--- src/rtl/psu_pchinfo_buf_pkg.sv ---
// Shared constants and types for the PSU patch-info buffer slice.
package psu_pchinfo_buf_pkg;

    localparam int unsigned PCHINFO_BW    = 16;
    localparam int unsigned PCHBUF_DEPTH  = 16;
    localparam int unsigned PCHBUF_PTR_BW = $clog2(PCHBUF_DEPTH);

    // Read-side action chosen each cycle from rd_adv / rd_release / rdlast.
    typedef enum logic [1:0] {
        RD_HOLD   = 2'd0,
        RD_STEP   = 2'd1,
        RD_REPLAY = 2'd2,
        RD_FREE   = 2'd3
    } rd_op_e;

endpackage

--- src/rtl/psu_pchinfo_buf_if.sv ---
// Decoder-write / controller-read bundle between the decoder, buffer and psu_ctrl.
interface psu_pchinfo_buf_if #(
    parameter int unsigned PCHINFO_BW = 16
);
    logic                  flush;
    logic                  wr_valid;
    logic                  wr_ready;
    logic [PCHINFO_BW-1:0] wr_data;
    logic                  wr_last;
    logic                  rd_adv;
    logic                  rd_release;
    logic [PCHINFO_BW-1:0] rd_data;
    logic                  pchinfo_valid;
    logic                  pchinfo_rdlast;
    logic                  pchinfo_nextready;
    logic                  ovf_err;

    modport master (
        output flush, wr_valid, wr_data, wr_last, rd_adv, rd_release,
        input  wr_ready, rd_data, pchinfo_valid, pchinfo_rdlast,
               pchinfo_nextready, ovf_err
    );

    modport slave (
        input  flush, wr_valid, wr_data, wr_last, rd_adv, rd_release,
        output wr_ready, rd_data, pchinfo_valid, pchinfo_rdlast,
               pchinfo_nextready, ovf_err
    );
endinterface

--- src/rtl/psu_pchinfo_buf_mem.sv ---
// Patch-info register file: one synchronous write port, one combinational read port.
module psu_pchbuf_mem #(
    parameter int unsigned WIDTH  = 17,
    parameter int unsigned DEPTH  = 16,
    parameter int unsigned PTR_BW = 4
) (
    input  logic              clk,
    input  logic              i_we,
    input  logic [PTR_BW-1:0] i_waddr,
    input  logic [WIDTH-1:0]  i_wdata,
    input  logic [PTR_BW-1:0] i_raddr,
    output logic [WIDTH-1:0]  o_rdata
);

    logic [WIDTH-1:0] r_mem [DEPTH];

    always_ff @(posedge clk) begin
        if (i_we) begin
            r_mem[i_waddr] <= i_wdata;
        end
    end

    assign o_rdata = r_mem[i_raddr];

endmodule

--- src/rtl/psu_pchinfo_buf.sv ---
// Patch-info buffer: stores per-instruction patch groups, replays each group per
// round and frees it when psu_ctrl finishes the opcode.
module psu_pchinfo_buf
    import psu_pchinfo_buf_pkg::*;
#(
    parameter int unsigned PCHINFO_BW = psu_pchinfo_buf_pkg::PCHINFO_BW,
    parameter int unsigned DEPTH      = PCHBUF_DEPTH,
    parameter int unsigned PTR_BW     = $clog2(DEPTH)
) (
    input  logic               clk,
    input  logic               rst,
    psu_pchinfo_buf_if.slave   bus
);

    localparam int unsigned       CNT_BW = PTR_BW + 1;
    localparam logic [CNT_BW-1:0] FULL   = CNT_BW'(DEPTH);

    logic [PTR_BW-1:0] r_wr_ptr;
    logic [PTR_BW-1:0] r_rd_ptr;
    logic [PTR_BW-1:0] r_grp_ptr;
    logic [CNT_BW-1:0] r_occ;
    logic [CNT_BW-1:0] r_grp_cnt;
    logic              r_ovf_err;

    logic [PCHINFO_BW:0] w_rd_word;
    logic                w_valid;
    logic                w_rd_last;
    logic                w_wr_acc;
    logic                w_free;
    rd_op_e              w_rd_op;
    logic [CNT_BW-1:0]   w_grp_len;
    logic [CNT_BW-1:0]   w_occ_next;
    logic [CNT_BW-1:0]   w_grp_cnt_next;

    psu_pchbuf_mem #(
        .WIDTH  (PCHINFO_BW + 1),
        .DEPTH  (DEPTH),
        .PTR_BW (PTR_BW)
    ) u_mem (
        .clk     (clk),
        .i_we    (w_wr_acc && !bus.flush),
        .i_waddr (r_wr_ptr),
        .i_wdata ({bus.wr_last, bus.wr_data}),
        .i_raddr (r_rd_ptr),
        .o_rdata (w_rd_word)
    );

    assign w_valid   = (r_grp_cnt != '0);
    assign w_rd_last = w_rd_word[PCHINFO_BW];
    assign w_wr_acc  = bus.wr_valid && (r_occ != FULL);
    assign w_free    = (w_rd_op == RD_FREE);

    always_comb begin
        w_rd_op = RD_HOLD;
        if (bus.rd_adv && w_valid) begin
            if (!w_rd_last) begin
                w_rd_op = RD_STEP;
            end else if (!bus.rd_release) begin
                w_rd_op = RD_REPLAY;
            end else begin
                w_rd_op = RD_FREE;
            end
        end
    end

    // Space is counted from grp_ptr: replayed entries stay resident until freed.
    always_comb begin
        w_grp_len      = {1'b0, r_rd_ptr - r_grp_ptr} + CNT_BW'(1);
        w_occ_next     = r_occ + CNT_BW'(w_wr_acc) - (w_free ? w_grp_len : '0);
        w_grp_cnt_next = r_grp_cnt + CNT_BW'(w_wr_acc && bus.wr_last) - CNT_BW'(w_free);
    end

    always_ff @(posedge clk or posedge rst) begin
        if (rst) begin
            r_wr_ptr  <= '0;
            r_rd_ptr  <= '0;
            r_grp_ptr <= '0;
            r_occ     <= '0;
            r_grp_cnt <= '0;
            r_ovf_err <= 1'b0;
        end else if (bus.flush) begin
            r_wr_ptr  <= '0;
            r_rd_ptr  <= '0;
            r_grp_ptr <= '0;
            r_occ     <= '0;
            r_grp_cnt <= '0;
            r_ovf_err <= 1'b0;
        end else begin
            if (w_wr_acc) begin
                r_wr_ptr <= r_wr_ptr + PTR_BW'(1);
            end
            case (w_rd_op)
                RD_STEP:   r_rd_ptr <= r_rd_ptr + PTR_BW'(1);
                RD_REPLAY: r_rd_ptr <= r_grp_ptr;
                RD_FREE: begin
                    r_rd_ptr  <= r_rd_ptr + PTR_BW'(1);
                    r_grp_ptr <= r_rd_ptr + PTR_BW'(1);
                end
                default: ;
            endcase
            r_occ     <= w_occ_next;
            r_grp_cnt <= w_grp_cnt_next;
            if (r_occ == FULL && r_grp_cnt == '0) begin
                r_ovf_err <= 1'b1;
            end
        end
    end

    assign bus.wr_ready          = (r_occ != FULL);
    assign bus.pchinfo_valid     = w_valid;
    assign bus.rd_data           = w_valid ? w_rd_word[PCHINFO_BW-1:0] : '0;
    assign bus.pchinfo_rdlast    = w_valid && w_rd_last;
    assign bus.pchinfo_nextready = !bus.rd_release || (r_grp_cnt >= CNT_BW'(2));
    assign bus.ovf_err           = r_ovf_err;

endmodule
--- src/flat_wrapper.sv ---
// flat-port wrapper written by rule: the top's interface ports become plain ports
module psu_pchinfo_buf_flat import psu_pchinfo_buf_pkg::*;
#(
    parameter int unsigned PCHINFO_BW = psu_pchinfo_buf_pkg::PCHINFO_BW,
    parameter int unsigned DEPTH      = PCHBUF_DEPTH,
    parameter int unsigned PTR_BW     = $clog2(DEPTH)
)
  (clk, rst, bus_flush, bus_wr_valid, bus_wr_data, bus_wr_last, bus_rd_adv, bus_rd_release, bus_wr_ready, bus_rd_data, bus_pchinfo_valid, bus_pchinfo_rdlast, bus_pchinfo_nextready, bus_ovf_err);
  psu_pchinfo_buf_if #(.PCHINFO_BW(PCHINFO_BW)) bus_i ();
  input  logic clk;
  input  logic rst;
  input wire logic [$bits(bus_i.flush)-1:0] bus_flush;
  input wire logic [$bits(bus_i.wr_valid)-1:0] bus_wr_valid;
  input wire logic [$bits(bus_i.wr_data)-1:0] bus_wr_data;
  input wire logic [$bits(bus_i.wr_last)-1:0] bus_wr_last;
  input wire logic [$bits(bus_i.rd_adv)-1:0] bus_rd_adv;
  input wire logic [$bits(bus_i.rd_release)-1:0] bus_rd_release;
  output wire logic [$bits(bus_i.wr_ready)-1:0] bus_wr_ready;
  output wire logic [$bits(bus_i.rd_data)-1:0] bus_rd_data;
  output wire logic [$bits(bus_i.pchinfo_valid)-1:0] bus_pchinfo_valid;
  output wire logic [$bits(bus_i.pchinfo_rdlast)-1:0] bus_pchinfo_rdlast;
  output wire logic [$bits(bus_i.pchinfo_nextready)-1:0] bus_pchinfo_nextready;
  output wire logic [$bits(bus_i.ovf_err)-1:0] bus_ovf_err;
  assign bus_i.flush = bus_flush;
  assign bus_i.wr_valid = bus_wr_valid;
  assign bus_i.wr_data = bus_wr_data;
  assign bus_i.wr_last = bus_wr_last;
  assign bus_i.rd_adv = bus_rd_adv;
  assign bus_i.rd_release = bus_rd_release;
  assign bus_wr_ready = bus_i.wr_ready;
  assign bus_rd_data = bus_i.rd_data;
  assign bus_pchinfo_valid = bus_i.pchinfo_valid;
  assign bus_pchinfo_rdlast = bus_i.pchinfo_rdlast;
  assign bus_pchinfo_nextready = bus_i.pchinfo_nextready;
  assign bus_ovf_err = bus_i.ovf_err;
  psu_pchinfo_buf #(.PCHINFO_BW(PCHINFO_BW), .DEPTH(DEPTH), .PTR_BW(PTR_BW)) u_core (.clk(clk), .rst(rst), .bus(bus_i));
endmodule
--- config.mk ---
export PLATFORM = sky130hd
export DESIGN_NAME = psu_pchinfo_buf_flat
export DESIGN_NICKNAME = d
export VERILOG_FILES = /design/src/rtl/psu_pchinfo_buf_pkg.sv /design/src/rtl/psu_pchinfo_buf_if.sv /design/src/rtl/psu_pchinfo_buf_mem.sv /design/src/rtl/psu_pchinfo_buf.sv /design/src/flat_wrapper.sv
export SDC_FILE = /design/constraint.sdc
export NUM_CORES = 1
export LEC_CHECK = 0
export BUFFER_PORTS_ARGS = -buffer_cell sky130_fd_sc_hd__buf_2
export CORE_MARGIN = 4
export CORE_UTILIZATION = 55
export CTS_BUF_LIST = sky130_fd_sc_hd__clkbuf_8 sky130_fd_sc_hd__clkbuf_16
export CTS_CLUSTER_DIAMETER = 150
export DETAILED_ROUTE_END_ITERATION = 16
export MAX_ROUTING_LAYER = met4
export PLACE_DENSITY = 0.69
export SETUP_SLACK_MARGIN = 0.02
export SLEW_MARGIN = 0
export SYNTH_ARGS = -nofsm -noshare
export SYNTH_HDL_FRONTEND = slang
export SYNTH_SLANG_ARGS = --single-unit
--- constraint.sdc ---
create_clock -name clk -period 10.3 [get_ports clk]
set_input_delay 1.03 -clock clk [delete_from_list [all_inputs] [get_ports clk]]
set_output_delay 1.03 -clock clk [all_outputs]
set_load 0.02 [all_outputs]
==> results of run 1 <==
metrics by stage:
step | util, % | cells | setup WS [ns] | power (uW) | hold slack [ns]
3_5_place_dp | 58.9 | 940 | 5.45 | 2260 | 0.489
4_1_cts | 63.0 | 992 | 5.42 | 3270 | 0.502
3_3_place_gp | 58.9 | 940 | 5.61 | 2240 | 0.480
2_1_floorplan | - | 626 | 6.59 | 2040 | 0.508
6_report | 63.0 | 992 | 5.51 | 3240 | 0.495
5_1_grt | 63.0 | 992 | 5.07 | 3400 | 0.529
layout make-up:
cell class              instances  area (um2)
clock buffers                  29         726
clock inverters                23         185
fillers                      1539        8090
inverters                      27         101
multi-input cells             275        3320
flip-flops and latches        295        8750
well taps                     280         350
repair buffers                 63         365
layout by cell type (no fill, tap or decap), types with 8 or more instances in the layout:
cell	Yosys	routed
nand3_1	9	9
nor2b_1	8	8
nand2_1	19	19
a21oi_1	11	11
buf_2	9	43
edfxtp_1	272	272
buf_4	0	20
ha_1	26	26
and2_1	18	18
clkbuf_16	0	29
dfrtp_1	23	21
mux2i_1	11	11
nor2_1	25	20
mux4_2	80	80
inv_1	23	28
per-layer routing:
layer	GRT usage [%]	up-vias	part of all wire, %
li1	-	2648	-
met1	28.4	3186	40
met2	35.8	182	52
met3	3.33	46	5.8
met4	5.08	0	2.2
met5	-	-	0
worst reg2reg max path: stages (launching register included):
cell and delay (ns):
dfrtp_4 0.85, buf_4 0.83, mux2i_1 0.24, a22oi_2 0.26
nand4_2 0.23, a21oi_4 0.41, and2_1 0.19, ha_1 0.22
inv_1 0.06, ha_1 0.15, inv_1 0.06, fa_1 0.38
nor2b_1 0.17, o21ai_1 0.10, a21o_1 0.20, a21oi_1 0.14
nand4_1 0.13, o21ai_1 0.10
cells by family after synthesis:
family	share of synthesized area, %
compound gates	2.02
xor+xnor	0.858
fa+ha+maj	3.15
buf+inv	2.11
flops	71.4
mux	15.6
simple gates	4.86
synthesized netlist by cell type, drive strengths merged:
cell type,instances,area [um2]
fa,3,60.1
nor2,25,93.8
or3,3,18.8
buf,14,101
and3,3,18.8
xnor2,6,52.6
nor2b,8,50.1
edfxtp,272,8170
dfrtp,23,576
nand3,9,45.0
mux4,80,1800
nand2b,2,12.5
mux2i,11,110
a211o,1,8.76
o2111ai,1,8.76
a22oi,2,25.0
xor2,6,52.6
and2,18,113
or2,1,6.26
a21o,3,22.5
clkbuf,15,56.3
nor3,7,35.0
nor4bb,1,10.0
ha,26,325
nand4,5,52.6
nand2,19,71.3
nor4b,4,41.3
inv,27,101
a31oi,2,12.5
o32ai,1,8.76
a211oi,4,35.0
a221oi,1,8.76
a21oi,13,87.6
nand3b,2,15.0
o21ai,6,30.0
nor4,2,12.5
power by group:
part	leakage [uW]	switching [uW]	internal (uW)
sequential	0.00276	56.1	1350
clock	0.000464	427	584
combinational	0.00138	444	375
total	0.00460	928	2310
sequential cells by signal, indices dropped and copies added, names as in the netlist:
name,flops
u_core.bus.ovf_err,1
u_core.r_grp_cnt,5
u_core.r_grp_ptr,4
u_core.r_occ,5
u_core.r_rd_ptr,4
u_core.r_wr_ptr,4
u_core.u_mem.r_mem,272
path summary, 6_finish.rpt:
| check | start | end | slack [ns] | depth (start not counted) |
|---|---|---|---|---|
| worst min-delay path | u_core.bus.ovf_err | u_core.bus.ovf_err | 0.50 | 2 |
| max in group asynchronous | rst | u_core.r_rd_ptr[0] | 8.93 | 2 |
| worst max-delay path | u_core.r_rd_ptr[0] | u_core.r_occ[4] | 5.51 | 17 |
| worst min register to register | u_core.bus.ovf_err | u_core.bus.ovf_err | 0.50 | 2 |
| min in group asynchronous | rst | u_core.r_occ[3] | 0.69 | 2 |
| worst max register to register | u_core.r_rd_ptr[0] | u_core.r_occ[4] | 5.51 | 17 |
==> impl_metrics.py, run 1 <==
metrics = {
    "sta": {
        "tns_ns": 0,
        "period_needed_ns": 4.79,
        "post-route-period-util_pct": 46.5,
        "fin_skew_ns": 0.00838,
        "finalSetupViolCount": 0,
        "hold_violations": 0,
        "tightest_slew_ns": 1.14,
        "drv_slew": 0,
        "rsz0062_at_grt": "no",
        "fmax_mhz": 209,
        "relSlewSlack_pct": 23.8,
    },
    "logic_synthesis": {
        "syn_area_um2": 12200,
        "ys_seq_elements": 295,
        "ys_seq_area_share_pct": 71.4,
        "syn-instance-count": 626,
        "ys_types": 44,
        "yosysWarnings": 0,
        "syn_avg_cell_area_um2": 19.6,
        "syn_nets": 678,
    },
    "worst_setup_path": {
        "critical_path_class": "flop to flop",
        "slowest_delay_ns": 0.85,
        "critPathTopFamily": "compound AO/OA/AOI/OAI gates",
        "cp-end-kind": "flop",
        "cp-start-kind": "flop",
        "crit_slowest_cell": "dfrtp_4",
        "cp_cell_sequence": "buf_4 -> mux2i_1 -> a22oi_2 -> nand4_2 -> a21oi_4 -> and2_1 -> ha_1 -> inv_1 -> ha_1 -> inv_1 -> fa_1 -> nor2b_1 -> o21ai_1 -> a21o_1 -> a21oi_1 -> nand4_1 -> o21ai_1",
        "required_ns": 10.77,
        "crit_fanout": 48,
        "worst_ep_arrival_time_ns": 5.25,
        "path_buf_inv": 3,
    },
    "route": {
        "wl_per_cell_um": 25.2,
        "drc": 0,
        "route.vias.total": 6062,
        "ant_nets": 0,
        "drtPass1Iterations": 5,
        "first_iter_violations": 511,
        "drt-total-wl_um": 25000,
        "vias_per_cell": 6.11,
    },
    "worst_hold_path": {
        "hp-class": "flop to flop",
    },
    "global_route": {
        "antenna_found_initial": 0,
        "grt_pass1_wl_um": 38200,
        "grt_overflow": 0,
        "grt_pass1_vias": 6337,
        "grtUsageTotal_pct": 21.5,
        "grt_max_degree": 73,
    },
    "placed_design": {
        "place_congestion": 0.799,
        "dpl_cell_area_um2": 12900,
        "dp_hpwl_um": 14100,
        "io_buffers": 43,
    },
    "clocking": {
        "ctsHoldBuffers": 0,
        "clockBufferDepth": 3,
        "clk_pin_slew_ns": 0.06,
        "clk_latency_ns": 0.54,
        "root_buffer": "clkbuf_16",
        "cts_tree": "done",
        "numCtsBuffers": 29,
        "cts_sinks": 295,
        "htree_levels": 1,
        "cts_resized": 0,
        "post-cts-setup-buffer-count": 0,
    },
    "floorplanning": {
        "dieWidth_um": 157,
        "ioPinCount": 44,
        "dieArea_um2": 24700,
        "coreArea_um2": 21900,
        "die_h_um": 157,
        "num_rows": 54,
        "start_util_pct": 55.9,
    },
    "final_layout": {
        "synthToLayoutAreaGrowth_pct": 12.7,
        "final_cell_area_um2": 13800,
        "antenna_cells": 0,
        "layout-drive-gt1-share_pct": 30.1,
        "layout.nets": 743,
    },
    "pwr": {
        "peakVddDrop_uv": 176,
        "cellPowerDensity_nw_per_um2": 235,
        "power_leakage_uw": 0.00460,
    },
    "job": {
        "cap_violations": 0,
    },
    "status": {
        "outcome": "finished clean",
    },
}
Note: power is estimated with default switching activity, not from simulation.
==> run 2: changes to the inputs <==
- PLACE_DENSITY: 0.69 -> 0.72
- clock period: 10.3 -> 3.9 ns (I/O delays scaled with it)
==> impl_metrics.py, run 2 (synthesis gave the netlist of run 1 again) <==
metrics = {
    "floorplanning": {
        "dieArea_um2": 24700,
        "start_util_pct": 55.9,
        "num_rows": 54,
        "dieWidth_um": 157,
        "coreArea_um2": 21900,
        "die_h_um": 157,
        "ioPinCount": 44,
    },
    "final_layout": {
        "top_regs": "u_core.u_mem.r_mem (272), u_core.r_grp_cnt (5), u_core.r_occ (5)",
        "layout-drive-gt1-share_pct": 30.5,
        "synthToLayoutAreaGrowth_pct": 13.8,
        "largest_reg_flops": 272,
        "layout_commonest_cell": "edfxtp_1",
        "antenna_cells": 0,
        "final_cell_mix": "edfxtp_1, mux4_2, buf_2",
        "final_cell_area_um2": 13900,
        "multi_input_area_um2": 3330,
        "regMostFlops": "u_core.u_mem.r_mem",
        "fill_cells": 1521,
        "regArea_um2": 8750,
        "layout.nets": 748,
        "fin_cells": 998,
    },
    "route": {
        "route.vias.total": 6142,
        "first_iter_violations": 565,
        "drt-total-wl_um": 24800,
        "vias_per_cell": 6.15,
        "drc": 0,
        "drtPass1Iterations": 5,
        "ant_nets": 0,
        "wl_per_cell_um": 24.9,
    },
    "global_route": {
        "grt_overflow": 0,
        "grt_pass1_wl_um": 38400,
        "grt_use_met3_pct": 3.19,
        "use_met2_pct": 35.3,
        "antenna_found_initial": 0,
        "grt_pass1_vias": 6317,
        "grt-busiest-layer": "met2",
        "grt_max_degree": 49,
        "grtUsageTotal_pct": 21.4,
        "met1_usage_pct": 29.0,
    },
    "pwr": {
        "peakVddDrop_uv": 580,
        "cellPowerDensity_nw_per_um2": 633,
        "power_leakage_uw": 0.00466,
    },
    "sta": {
        "tns_ns": 0,
        "fin_skew_ns": 0.0262,
        "drv_slew": 0,
        "setup_ws_ns": 0.324,
        "post-route-period-util_pct": 91.7,
        "period_needed_ns": 3.58,
        "hold_violations": 0,
        "finalSetupViolCount": 0,
        "tightest_slew_ns": 0.939,
        "fmax_mhz": 280,
        "relSlewSlack_pct": 37.3,
        "rsz0062_at_grt": "no",
    },
    "worst_setup_path": {
        "worstSetupStartpoint": "u_core.r_rd_ptr[0]",
        "worst_ep_arrival_time_ns": 3.19,
        "cp-end-kind": "output pin",
        "crit_fanout": 40,
        "r2r-start": "u_core.r_grp_cnt[2]",
        "cp-start-kind": "flop",
        "required_ns": 3.51,
        "critical_path_class": "flop to output pin",
    },
    "placed_design": {
        "place_congestion": 0.829,
        "pre_cts_ws_ns": 0.337,
        "io_buffers": 43,
        "dpl_cell_area_um2": 12900,
        "dp.cells": 945,
        "dp_hpwl_um": 14700,
    },
    "clocking": {
        "clockBufferDepth": 3,
        "root_buffer": "clkbuf_16",
        "htree_levels": 1,
        "cts_sinks": 295,
        "numCtsBuffers": 29,
        "cts_tree": "done",
        "ctsHoldBuffers": 0,
        "clk_pin_slew_ns": 0.06,
        "clk_latency_ns": 0.56,
    },
    "status": {
        "outcome": "finished clean",
    },
    "job": {
        "cap_violations": 0,
    },
    "worst_hold_path": {
        "hp-class": "input pin to asynchronous set/reset pin",
    },
}
==> run 2: changes by cell type in the layout (fill, tap and decap cells not counted), sizes merged <==
cell / previous run / this run
clkbuf: 29 / 31
clkinvlp: 2 / 3
clkinv: 12 / 7
inv: 33 / 34
bufinv: 3 / 5
buf: 63 / 68
==> run 2: per-stage QoR <==
step | utilization (%) | hold WS, ns | power [uW]
after global placement | 59.0 | 0.476 | 5920
final | 63.7 | 0.0467 | 8810
after detailed placement | 59.0 | 0.504 | 6020
after floorplan | - | 0.392 | 5400
after CTS | 63.6 | 0.0529 | 8890
after global routing | 63.7 | 0.117 | 9240
==> run 2: worst paths after layout <==
path	endpoint	slack, ns	depth (start not counted)
setup / recovery	bus_rd_data[9]	0.32	5
hold / removal	u_core.r_grp_ptr[0]	0.05	2
setup reg to reg	u_core.r_occ[4]	0.34	18
hold reg to reg	u_core.bus.ovf_err	0.51	2
max in group asynchronous	u_core.r_rd_ptr[0]	3.17	2
min in group clk	u_core.u_mem.r_mem[5][3]	0.20	1
==> run 2: routing by layer <==
metal,share of wire (%),routed length (um),vias to the layer above
met3,5.3,1310,38
met2,52,12800,199
met5,0,0,-
met4,2.0,493,0
li1,-,-,2645
met1,41,10200,3260
==> run 2: report_power, final <==
part	switching, uW	leakage [uW]	internal [uW]	total (uW)
logic	1240	0.00141	1020	2260
clock network	1140	0.000498	1720	2860
registers	113	0.00276	3580	3690
==> run 2: layout make-up <==
type	instances	area share (%)
multi-input combinational	275	23.9
clock buffer	31	5.41
timing repair buffer	68	2.92
sequential	295	62.8
clock inverter	22	1.74
tap	280	2.51
inverter	27	0.727
==> run 2: worst max-delay path: stages, from the launching register on <==
cell	delay, ns
dfrtp_4	0.63
buf_6	0.53
mux4_2	0.59
mux4_2	0.51
and2_1	0.18
buf_2	0.15
==> run 2: timing repair <==
action,in CTS,in global routing
endpoints found under the setup margin,0,11
resized for setup,0,2
buffers inserted,0,0
==> run 3: changes to the inputs <==
- PLACE_DENSITY: 0.72 -> unset
- PLACE_DENSITY_LB_ADDON: unset -> 0.08
- clock period: 3.9 -> 3.1 ns (I/O delays scaled with it)
==> impl_metrics.py, run 3 (synthesis gave the netlist of run 1 again) <==
metrics = {
    "worst_setup_path": {
        "critPathTopFamily": "adder cells",
        "cp-start-kind": "flop",
        "critical_path_class": "flop to flop",
        "cp_cell_sequence": "inv_2 -> ha_4 -> inv_2 -> fa_1 -> ha_4 -> nand2_2 -> ha_4 -> inv_2 -> fa_2 -> nor2b_4 -> o21ai_4 -> a21o_1 -> a21oi_2 -> nand4_1 -> o21ai_1",
        "cp-end-kind": "flop",
        "crit_slowest_cell": "fa_1",
        "crit_fanout": 4,
        "required_ns": 3.58,
        "worst_ep_arrival_time_ns": 3.69,
        "path_buf_inv": 3,
        "slowest_delay_ns": 0.53,
    },
    "placed_design": {
        "io_buffers": 43,
        "dp_hpwl_um": 14800,
        "pre_cts_ws_ns": -0.159,
        "place_congestion": 0.848,
    },
    "job": {
        "cap_violations": 0,
    },
    "final_layout": {
        "regMostFlops": "u_core.u_mem.r_mem",
        "layout_commonest_cell": "edfxtp_1",
        "layout.nets": 789,
        "layout-drive-gt1-share_pct": 36.8,
        "top_regs": "u_core.u_mem.r_mem (272), u_core.r_grp_cnt (5), u_core.r_occ (5)",
        "utilization_pct": 66.4,
        "fill_cells": 1466,
        "final_cell_mix": "edfxtp_1, mux4_2, buf_4",
        "largest_reg_flops": 272,
        "synthToLayoutAreaGrowth_pct": 18.7,
        "antenna_cells": 0,
    },
    "sta": {
        "finalSetupViolCount": 14,
        "post-route-period-util_pct": 104,
        "holdWs_ns": 0.129,
        "rsz0062_at_grt": "yes",
        "hold_violations": 0,
        "fin_skew_ns": 0.0113,
        "relSlewSlack_pct": 37.2,
        "setup_ws_ns": -0.112,
        "period_needed_ns": 3.21,
        "fmax_mhz": 311,
        "tightest_slew_ns": 0.941,
        "drv_slew": 0,
    },
    "clocking": {
        "clk_latency_ns": 0.55,
        "cts_sinks": 295,
        "clk_pin_slew_ns": 0.06,
        "root_buffer": "clkbuf_16",
        "clockBufferDepth": 3,
        "htree_levels": 1,
        "numCtsBuffers": 30,
        "cts_tree": "done",
    },
    "pwr": {
        "cellPowerDensity_nw_per_um2": 796,
        "power.switching_uw": 3320,
        "power_frac_comb_pct": 30.6,
        "peakVddDrop_uv": 477,
        "sequentialPowerShare_pct": 39.8,
        "internal_power_uw": 8250,
        "power_uw": 11600,
        "power_leakage_uw": 0.00492,
        "sw_frac_of_total_pct": 28.7,
        "p_clk_share_pct": 29.7,
    },
    "global_route": {
        "grt_pass1_wl_um": 39600,
        "grt_overflow": 0,
        "use_met2_pct": 35.6,
        "met1_usage_pct": 31.9,
        "grt-busiest-layer": "met2",
        "antenna_found_initial": 0,
        "grt_max_degree": 60,
        "grt_pass1_vias": 6425,
        "grt_use_met3_pct": 3.13,
        "grtUsageTotal_pct": 22.6,
    },
    "route": {
        "route.vias.total": 6282,
        "first_iter_violations": 601,
        "drc": 0,
        "drtPass1Iterations": 5,
        "drt-total-wl_um": 27000,
        "ant_nets": 0,
        "wl_per_cell_um": 26.0,
        "vias_per_cell": 6.05,
    },
    "floorplanning": {
        "ioPinCount": 44,
        "coreArea_um2": 21900,
        "dieArea_um2": 24700,
        "die_h_um": 157,
        "start_util_pct": 55.9,
        "num_rows": 54,
        "dieWidth_um": 157,
    },
    "status": {
        "violations": "setup timing",
        "outcome": "complete, but fails checks",
    },
    "worst_hold_path": {
        "hp-class": "input pin to flop",
    },
}
[run 3: cell type report]
class	count	area, um2	area share, %
clock buffer	34	817	5.62
clock inverter	19	134	0.921
inverter	27	101	0.697
multi-input combinational	275	3510	24.1
sequential	295	8750	60.2
tap	280	350	2.41
timing repair buffer	108	875	6.02
[run 3: per-layer routing]
layer  vias to the layer above  part of all wire (%)
li1                       2729                     -
met1                      3297                    42
met2                       219                    50
met3                        37                   6.1
met4                         0                   2.1
met5                         -                     0
[run 3: power groups by stage]
stage | Combinational, uW | Sequential, uW | Clock, uW
after floorplan | 2140 | 4650 | 0
final | 3540 | 4600 | 3430
after global placement | 2980 | 4670 | 0
after detailed placement | 3040 | 4680 | 0
after global routing | 3830 | 4620 | 3690
after CTS | 3320 | 4600 | 3510
[run 3: repair_timing]
| action | CTS | global route |
|---|---|---|
| hold endpoints to repair | 23 | 0 |
| pin swaps | 14 | 14 |
| gates resized for setup | 26 | 13 |
| cloned | 2 | 3 |
| endpoints found under the setup margin | 15 | 19 |
| buffers inserted | 5 | 3 |
| hold buffers | 1 | 0 |
[run 3: metrics by stage]
step	cells	instance area, um2	TNS [ns]
detailed placement	971	13200	-0.159
CTS	1032	14400	-0.269
floorplan	626	12300	-0.191
global route	1038	14500	-2.01
finish	1038	14500	-0.704
global placement	971	13200	-0.0933
[run 3: path summary, 6_finish.rpt]
path | startpoint | end | slack [ns] | cells after the start
setup / recovery | u_core.r_rd_ptr[0] | u_core.r_occ[4] | -0.11 | 15
hold / removal | bus_wr_data[3] | u_core.u_mem.r_mem[8][3] | 0.13 | 1
setup reg to reg | u_core.r_rd_ptr[0] | u_core.r_occ[4] | -0.11 | 15
hold reg to reg | u_core.bus.ovf_err | u_core.bus.ovf_err | 0.51 | 2
max in group asynchronous | rst | u_core.r_rd_ptr[0] | 1.90 | 3
min in group asynchronous | rst | u_core.bus.ovf_err | 0.51 | 3
